==> src/rtl/flex_stp_rcvr.sv <==
// flex_stp_rcvr: flexible serial-to-parallel receiver.
// Assembles NUM_BITS-wide words from one serial sample per shift_enable strobe,
// hands completed words downstream via a one-word holding register with a
// valid/ready handshake, and raises a sticky overrun flag on dropped words.
// Optional feature macro: STP_RCVR_PARITY_EN (trailing even-parity bit per word).
module flex_stp_rcvr #(
  parameter int unsigned NUM_BITS  = 8,
  parameter bit          SHIFT_MSB = 1'b1
) (
  input  logic                          clk,
  input  logic                          rst,
  input  logic                          serial_in,
  input  logic                          shift_enable,
  input  logic                          frame_clear,
  input  logic                          data_ready,
  input  logic                          ovr_clear,
  output logic [NUM_BITS-1:0]           data_out,
  output logic                          data_valid,
  output logic                          overrun,
  output logic [$clog2(NUM_BITS+1)-1:0] bit_count,
  output logic                          parity_error
);

  localparam int unsigned CW = $clog2(NUM_BITS + 1);
`ifdef STP_RCVR_PARITY_EN
  localparam int unsigned LAST = NUM_BITS;
`else
  localparam int unsigned LAST = NUM_BITS - 1;
`endif

  typedef enum logic {EMPTY, FULL} state_t;

  state_t              r_state;
  state_t              w_state_nxt;
  logic [NUM_BITS-1:0] r_sr;
  logic [CW-1:0]       r_cnt;
  logic [NUM_BITS-1:0] r_data;
  logic                r_ovr;
  logic [NUM_BITS-1:0] w_sr_shift;
  logic [NUM_BITS-1:0] w_word;
  logic                w_accept;
  logic                w_last;
  logic                w_done;
  logic                w_load;
  logic                w_ovr_set;

  assign w_accept = shift_enable & ~frame_clear;
  assign w_last   = (r_cnt == CW'(LAST));
  assign w_done   = w_accept & w_last;

  // Shift register contents after taking the current serial sample.
  always_comb begin
    w_sr_shift = r_sr;
    if (SHIFT_MSB) w_sr_shift = {r_sr[NUM_BITS-2:0], serial_in};
    else           w_sr_shift = {serial_in, r_sr[NUM_BITS-1:1]};
  end

`ifdef STP_RCVR_PARITY_EN
  // Completion happens on the parity sample, so the word is already in r_sr.
  logic w_par_err;
  assign w_word    = r_sr;
  assign w_par_err = (^r_sr) ^ serial_in;
`else
  // Final data bit completes the word, so hand off the post-shift value.
  assign w_word = w_sr_shift;
`endif

  // Sample serial data and track position within the word.
  always_ff @(posedge clk or posedge rst) begin
    if (rst) begin
      r_sr  <= '1;
      r_cnt <= '0;
    end else if (frame_clear) begin
      r_sr  <= '1;
      r_cnt <= '0;
    end else if (shift_enable) begin
      if (w_last) begin
        r_sr  <= '1;
        r_cnt <= '0;
      end else begin
        r_sr  <= w_sr_shift;
        r_cnt <= r_cnt + CW'(1);
      end
    end
  end

  // Holding FSM state register.
  always_ff @(posedge clk or posedge rst) begin
    if (rst) r_state <= EMPTY;
    else     r_state <= w_state_nxt;
  end

  // Holding FSM next-state, load and overrun decisions.
  always_comb begin
    w_state_nxt = r_state;
    w_load      = 1'b0;
    w_ovr_set   = 1'b0;
    unique case (r_state)
      EMPTY: begin
        if (w_done) begin
          w_load      = 1'b1;
          w_state_nxt = FULL;
        end
      end
      FULL: begin
        if (data_ready) begin
          if (w_done) w_load      = 1'b1;
          else        w_state_nxt = EMPTY;
        end else if (w_done) begin
          w_ovr_set = 1'b1;
        end
      end
      default: w_state_nxt = EMPTY;
    endcase
  end

  // Holding register for the last accepted word.
  always_ff @(posedge clk or posedge rst) begin
    if (rst)         r_data <= '1;
    else if (w_load) r_data <= w_word;
  end

  // Sticky overrun flag; a new overrun wins over a simultaneous clear.
  always_ff @(posedge clk or posedge rst) begin
    if (rst) r_ovr <= 1'b0;
    else     r_ovr <= w_ovr_set | (r_ovr & ~ovr_clear);
  end

`ifdef STP_RCVR_PARITY_EN
  logic r_perr;
  // Parity status travels with the held word and clears when it is consumed.
  always_ff @(posedge clk or posedge rst) begin
    if (rst)                                    r_perr <= 1'b0;
    else if (w_load)                            r_perr <= w_par_err;
    else if ((r_state == FULL) && data_ready)   r_perr <= 1'b0;
  end
  assign parity_error = r_perr;
`else
  assign parity_error = 1'b0;
`endif

  assign data_out   = r_data;
  assign data_valid = (r_state == FULL);
  assign overrun    = r_ovr;
  assign bit_count  = r_cnt;

endmodule

==> config.mk <==
export PLATFORM = sky130hd
export DESIGN_NAME = flex_stp_rcvr
export DESIGN_NICKNAME = d
export VERILOG_FILES = /design/src/rtl/flex_stp_rcvr.sv
export SDC_FILE = /design/constraint.sdc
export NUM_CORES = 1
export LEC_CHECK = 0
export CAP_MARGIN = 25
export CORE_MARGIN = 2
export CORE_UTILIZATION = 60
export DETAILED_ROUTE_END_ITERATION = 8
export DONT_BUFFER_PORTS = 1
export PLACE_DENSITY = 0.84
export SLEW_MARGIN = 20
export SYNTH_ARGS = -nofsm -noshare
export SYNTH_HDL_FRONTEND = slang
export SYNTH_SLANG_ARGS = --single-unit
==> constraint.sdc <==
create_clock -name clk -period 4.25 [get_ports clk]
set_clock_uncertainty 0.15 [all_clocks]
set_input_delay 0.6375 -clock clk [delete_from_list [all_inputs] [get_ports clk]]
set_output_delay 0.6375 -clock clk [all_outputs]
set_load 0.01 [all_outputs]
**Word-level counts from Yosys, hierarchy flattened**

Index checks and enable logic that the tools add are counted.

- ROM bits: 0
- Logic and storage cells: 28
- Input bits: 7
- Flip-flop bits (word level): 21
- Latch bits: 0
- Memory bits (writable): 0
- Output and inout bits: 15
- Memories: 0

- Bitwise operators: 7
- Shift operators: 0
- Multiply operators: 0
- Reduce and logical (&&, ||, !) cells: 1
- Multiplexer cells: 13
- Equality and inequality tests: 1
- Divide/modulo/power cells: 0
- Magnitude comparators: 0
- Add/subtract/negate cells: 1

Operator list:

| kind | count |
|---|---|
| 7-bit 2-to-1 mux | 3 |
| 4-bit 2-to-1 mux | 3 |
| 1-bit 2-to-1 mux | 5 |
| 4-bit by 1-bit adder with 4-bit output, second input constant | 1 |
| 4-bit by 3-bit equality test with 1-bit output, second input constant | 1 |
| 1-bit case mux with 2 select lines | 2 |
| 1-bit bitwise AND | 3 |
| 1-bit inverter | 3 |
| 2-bit nonzero test | 1 |
| 1-bit OR | 1 |

**Depth between registers and ports, before layout**

- Depth after elaboration: 7
- Mapped depth: 4
- Mapped depth without buffers: 4

**Least setup slack after synthesis**

Ideal clock, no wire load.

- Kind: in2reg
- Start point: input shift_enable
- End point: register r_data[0], in the netlist data_out[0]
- Arrival: 1.535 ns
- Stages on the path: 3
- Setup slack: 2.482 ns
- Setup time: 0.082 ns
- Data required time: 4.018 ns
- Buffers on the path: 0
- Path through: nand2_2 nor4b_4 mux2_2

- Word-level cells in the longest chain between the ends: 5

RTL lines:

| element | line | source |
|---|---|---|
| start, declared | 13 | `input logic shift_enable,` |
| 1-bit bitwise AND (*) | 47 | `assign w_accept = shift_enable & ~frame_clear;` |
| 1-bit bitwise AND (*) | 49 | `assign w_done = w_accept & w_last;` |
| 1-bit 2-to-1 mux (*) | 100, 107 |  |
| 1-bit 2-to-1 mux | 106 | `if (data_ready) begin` |
| 1-bit case mux with 2 select lines (*) | 98 | `unique case (r_state)` |
| end signal, assigned | 120 | `else if (w_load) r_data <= w_word;` |
| end, declared | 37 | `logic [NUM_BITS-1:0] r_data;` |

Mark *: on every way between the ends. The rest lies on a longest branch, timed or not.
A chain may end at the register's enable or synchronous reset.

**Worst setup path after layout**

- Start point: register r_cnt[0], in the netlist bit_count[0]
- End point: register r_data[3], in the netlist data_out[3]

- Word-level cells in the longest chain between the ends: 5

RTL lines:

| element | line | source |
|---|---|---|
| start, declared | 36 | `logic [CW-1:0] r_cnt;` |
| start signal, assigned | 82 | `r_cnt <= r_cnt + CW'(1);` |
| 4-bit by 3-bit equality test with 1-bit output (*) | 48 | `assign w_last = (r_cnt == CW'(LAST));` |
| 1-bit bitwise AND (*) | 49 |  |
| 1-bit 2-to-1 mux (*) | 100, 107 |  |
| 1-bit 2-to-1 mux | 106 |  |
| 1-bit case mux with 2 select lines (*) | 98 |  |

Marked as above.

==> out/metrics.csv <==
stage,metric,value,unit
power,leakage power,0.0003803,uW
sta,final hold vios,0,
placement,GP Congestion,0.6686,
worst_setup_path,Worst Path Arrival,2.05,ns
worst_setup_path,Bufs and invs on worst path,0,
worst_setup_path,Slowest cell on crit path,nor4b_4,
global_route,Global Route Usage Sum,16.42,%
worst_setup_path,Worst R2R Start,bit_count[0]$_DFFE_PP0P_,
synthesis,Yosys top cell by area,dfstp_2,
synthesis,XOR/XNOR Fraction of Synth Area,1.000,%
synthesis,warnings from Yosys,0,
power,Comb power frac,4.4,%
power,Sw Pwr,68.99,uW
floorplan,row count,13,
placement,Place WS,2.258,ns
global_route,vias in the first global route,503,
synthesis,Synth Flop Type,dfstp_2,
synthesis,"count leader, synth",dfstp_2,
clocking,Bufs on Longest Clock Path,2,
sta,unrepaired setup endpoints after global routing,no,
clocking,"CTS clk-pin slew, worst paths",0.11,ns
floorplan,core region area,0.001334,mm^2
worst_setup_path,worst reg2reg setup slack,2.28,ns
synthesis,syn_nets,70,
clocking,clock sink total,21,
final_layout,FF+latch area,544.3,um^2
synthesis,top post-synthesis cells by area,"dfstp_2 45%, dfrtp_1 17%, mux2_2 10%, o22a_1 7.0%, nor4b_4 2.7%",
worst_setup_path,Max stage delay on crit path,0.57,ns
synthesis,synthesized area per cell,14.13,um^2
clocking,hold buffer count at CTS,0,
clocking,clock latency at the later pin of the worst-skew pair,0.29,ns
sta,crit path time final,1.975,ns
power,Seq pwr share,66.6,%
clocking,TritonCTS Buffers,3,
routing,Residual DRC,0,
placement,Cells after DPL,75,
floorplan,Die W,42.21,um
worst_setup_path,cell-by-cell trace of the critical path,ha_1 > nand2_2 > nor4b_4 > mux2_2,
min_path,Hold WC Path Type,input pin to async pin,
final_layout,Layout area overhead,3.857,%
power,P per Cell Area,347.0,mW/mm^2
global_route,first-pass GRT wire length,2.221,mm
routing,DR vias,495,
synthesis,largest family of logic cells by synthesized area,multiplexers,
flow_run,max-cap violations,0,
sta,endpoints failing setup,0,
routing,DRT Pass-1 Iters,3,
sta,Slew HR,50.43,%
synthesis,synthesis-stage register bit count,21,
sta,setup_tns,0,ns
floorplan,I/O pin cnt,22,
final_layout,Final nets,73,
worst_setup_path,Setup crit end kind,register,
worst_setup_path,path depth of the worst reg2reg path,4,
worst_setup_path,Worst EP required,4.33,ns
synthesis,Mapped Cells,62,
final_layout,Post-Layout Cell Count,79,
global_route,antenna violations before repair,0,
sta,Worst-Margin Slew,0.7428,ns
power,Sw Share,21.85,%
global_route,met2 Track Usage GR,27.69,%
floorplan,Die Y,42.21,um
synthesis,Synth async-reset ratio,100.0,%
worst_setup_path,Worst path top cell family by delay,simple AND/OR/NAND/NOR gates,
placement,HPWL after detailed placement,938.3,um
power,Clk pwr share,29.0,%
synthesis,simple-gate share of the synthesized area,11.14,%
clocking,CTS H-tree lvls,1,
clocking,CTS root buf,clkbuf_4,
synthesis,Post-Syn Area,875.8,um^2
global_route,GR Util met3,6.034,%
routing,WL/cell,16.14,um
sta,Min Hold Slack,0.1994,ns
synthesis,post-synthesis mux area share,12.57,%
synthesis,Synth Area in Compound Gates,9.143,%
clocking,CTS tree,done,
global_route,GRT busiest layer,met2,
power,Int Power,246.7,uW
synthesis,Synth Area in Adders,1.429,%
sta,Peak Freq,0.5064,GHz
floorplan,Die Area,0.001781,mm^2
final_layout,area taken by multi-input logic gates,312.8,um^2
synthesis,number of synthesized flops with an enable pin,0,
final_layout,layout cells sized above 1,45.31,%
global_route,grt met1 use,20.06,%
synthesis,synth unique cells,23,
clocking,# resized after CTS,0,
outcome,status,"complete, no violations",
synthesis,Yosys top cell area share,45.00,%
worst_setup_path,crit path launch type,register,
power,maximum VDD drop,0.1777,mV
sta,PnR worst setup slack,2.275,ns
routing,total routed wirelength,1.275,mm
sta,max-slew violations,0,
routing,DRT antenna net count,0,
global_route,largest net degree at the start of global routing,22,
routing,initial DRC count,9,
synthesis,register area share after synthesis,62.14,%
floorplan,Starting Density,65.67,%
worst_setup_path,worst r2r dst,data_out[3]$_DFFE_PP1P_,
clocking,post-CTS setup buffers,0,
final_layout,Ant. Diodes,0,
global_route,total gr overflow,0,
synthesis,synth cell count leaders,"15 x dfstp_2, 8 x mux2_2, 7 x o22a_1, 6 x dfrtp_1",
worst_setup_path,CP Class,register to register,
final_layout,Layout fillers,94,
placement,# port buffers,0,
worst_setup_path,CP max FO,8,
sta,final worst path period share,46.46,%
routing,vias per cell,6.266,
cell usage in the layout (no fill, tap or decap), types with 2 or more instances in the layout:
cell type | Yosys | final
dfstp_2 | 15 | 15
nor2_1 | 2 | 2
nand2_1 | 2 | 2
inv_1 | 2 | 2
clkbuf_4 | 0 | 3
nand2b_1 | 2 | 2
mux2i_1 | 2 | 2
dfrtp_1 | 6 | 6
mux2_2 | 8 | 8
nand3b_1 | 2 | 2
a31oi_1 | 2 | 2
o22a_1 | 7 | 7
flip-flops by register name, summed over array words and instances, names as in the netlist:
| register | count |
|---|---|
| overrun | 1 |
| bit_count | 4 |
| data_out | 8 |
| data_valid | 1 |
| r_sr | 7 |
metal layers:
metal / wire length (um) / up-vias
met1: 556 / 251
met5: 0 / -
li1: - / 226
met2: 637 / 16
met3: 72 / 2
met4: 8 / 0
worst max path at each step:
stage	startpoint	end	slack, ns	cells after the start
after floorplan	shift_enable	data_out[0]$_DFFE_PP1P_	2.48	3
after global placement	bit_count[0]$_DFFE_PP0P_	data_out[2]$_DFFE_PP1P_	2.33	4
after detailed placement	bit_count[0]$_DFFE_PP0P_	data_out[1]$_DFFE_PP1P_	2.26	4
after CTS	bit_count[0]$_DFFE_PP0P_	data_out[7]$_DFFE_PP1P_	2.25	4
after global routing	bit_count[0]$_DFFE_PP0P_	data_out[7]$_DFFE_PP1P_	2.14	4
final	bit_count[0]$_DFFE_PP0P_	data_out[3]$_DFFE_PP1P_	2.28	4
worst register-to-register path, stage by stage, from the launching register on:
cell	delay [ns]
dfrtp_1	0.48
ha_1	0.22
nand2_2	0.09
nor4b_4	0.57
mux2_2	0.40
final cells by class:
cell class / instances / area share, %
inverter: 2 / 0.8253
clock buffer: 4 / 2.889
sequential: 21 / 59.83
tap: 15 / 2.063
multi-input combinational: 37 / 34.39
power by group through the flow:
stage | Combinational [uW] | Clock (uW) | Sequential, uW
after floorplan | 12.6 | 0 | 212
after global placement | 13.8 | 0 | 213
after detailed placement | 14.5 | 0 | 213
after CTS | 14.4 | 93.8 | 210
after global routing | 16.7 | 99.2 | 211
final | 14.0 | 91.6 | 210
through the flow:
step | power [uW] | cell area (um^2) | utilization [%]
6_report | 315.7 | 909.6 | 68.20
5_1_grt | 326.6 | 909.6 | 68.20
4_1_cts | 318.3 | 909.6 | 68.20
3_5_place_dp | 227.8 | 883.3 | 66.23
3_3_place_gp | 226.7 | 883.3 | 66.23
2_1_floorplan | 224.8 | 875.8 | -
cells by family (layout without fill, tap and decap cells):
group / after synthesis / in the layout
flops: 21 / 21
simple gates: 14 / 14
compound gates: 10 / 10
mux: 10 / 10
buf+inv: 4 / 6
fa+ha+maj: 1 / 1
other cells: 1 / 1
xor+xnor: 1 / 1
Note: power is estimated with default switching activity, not from simulation.
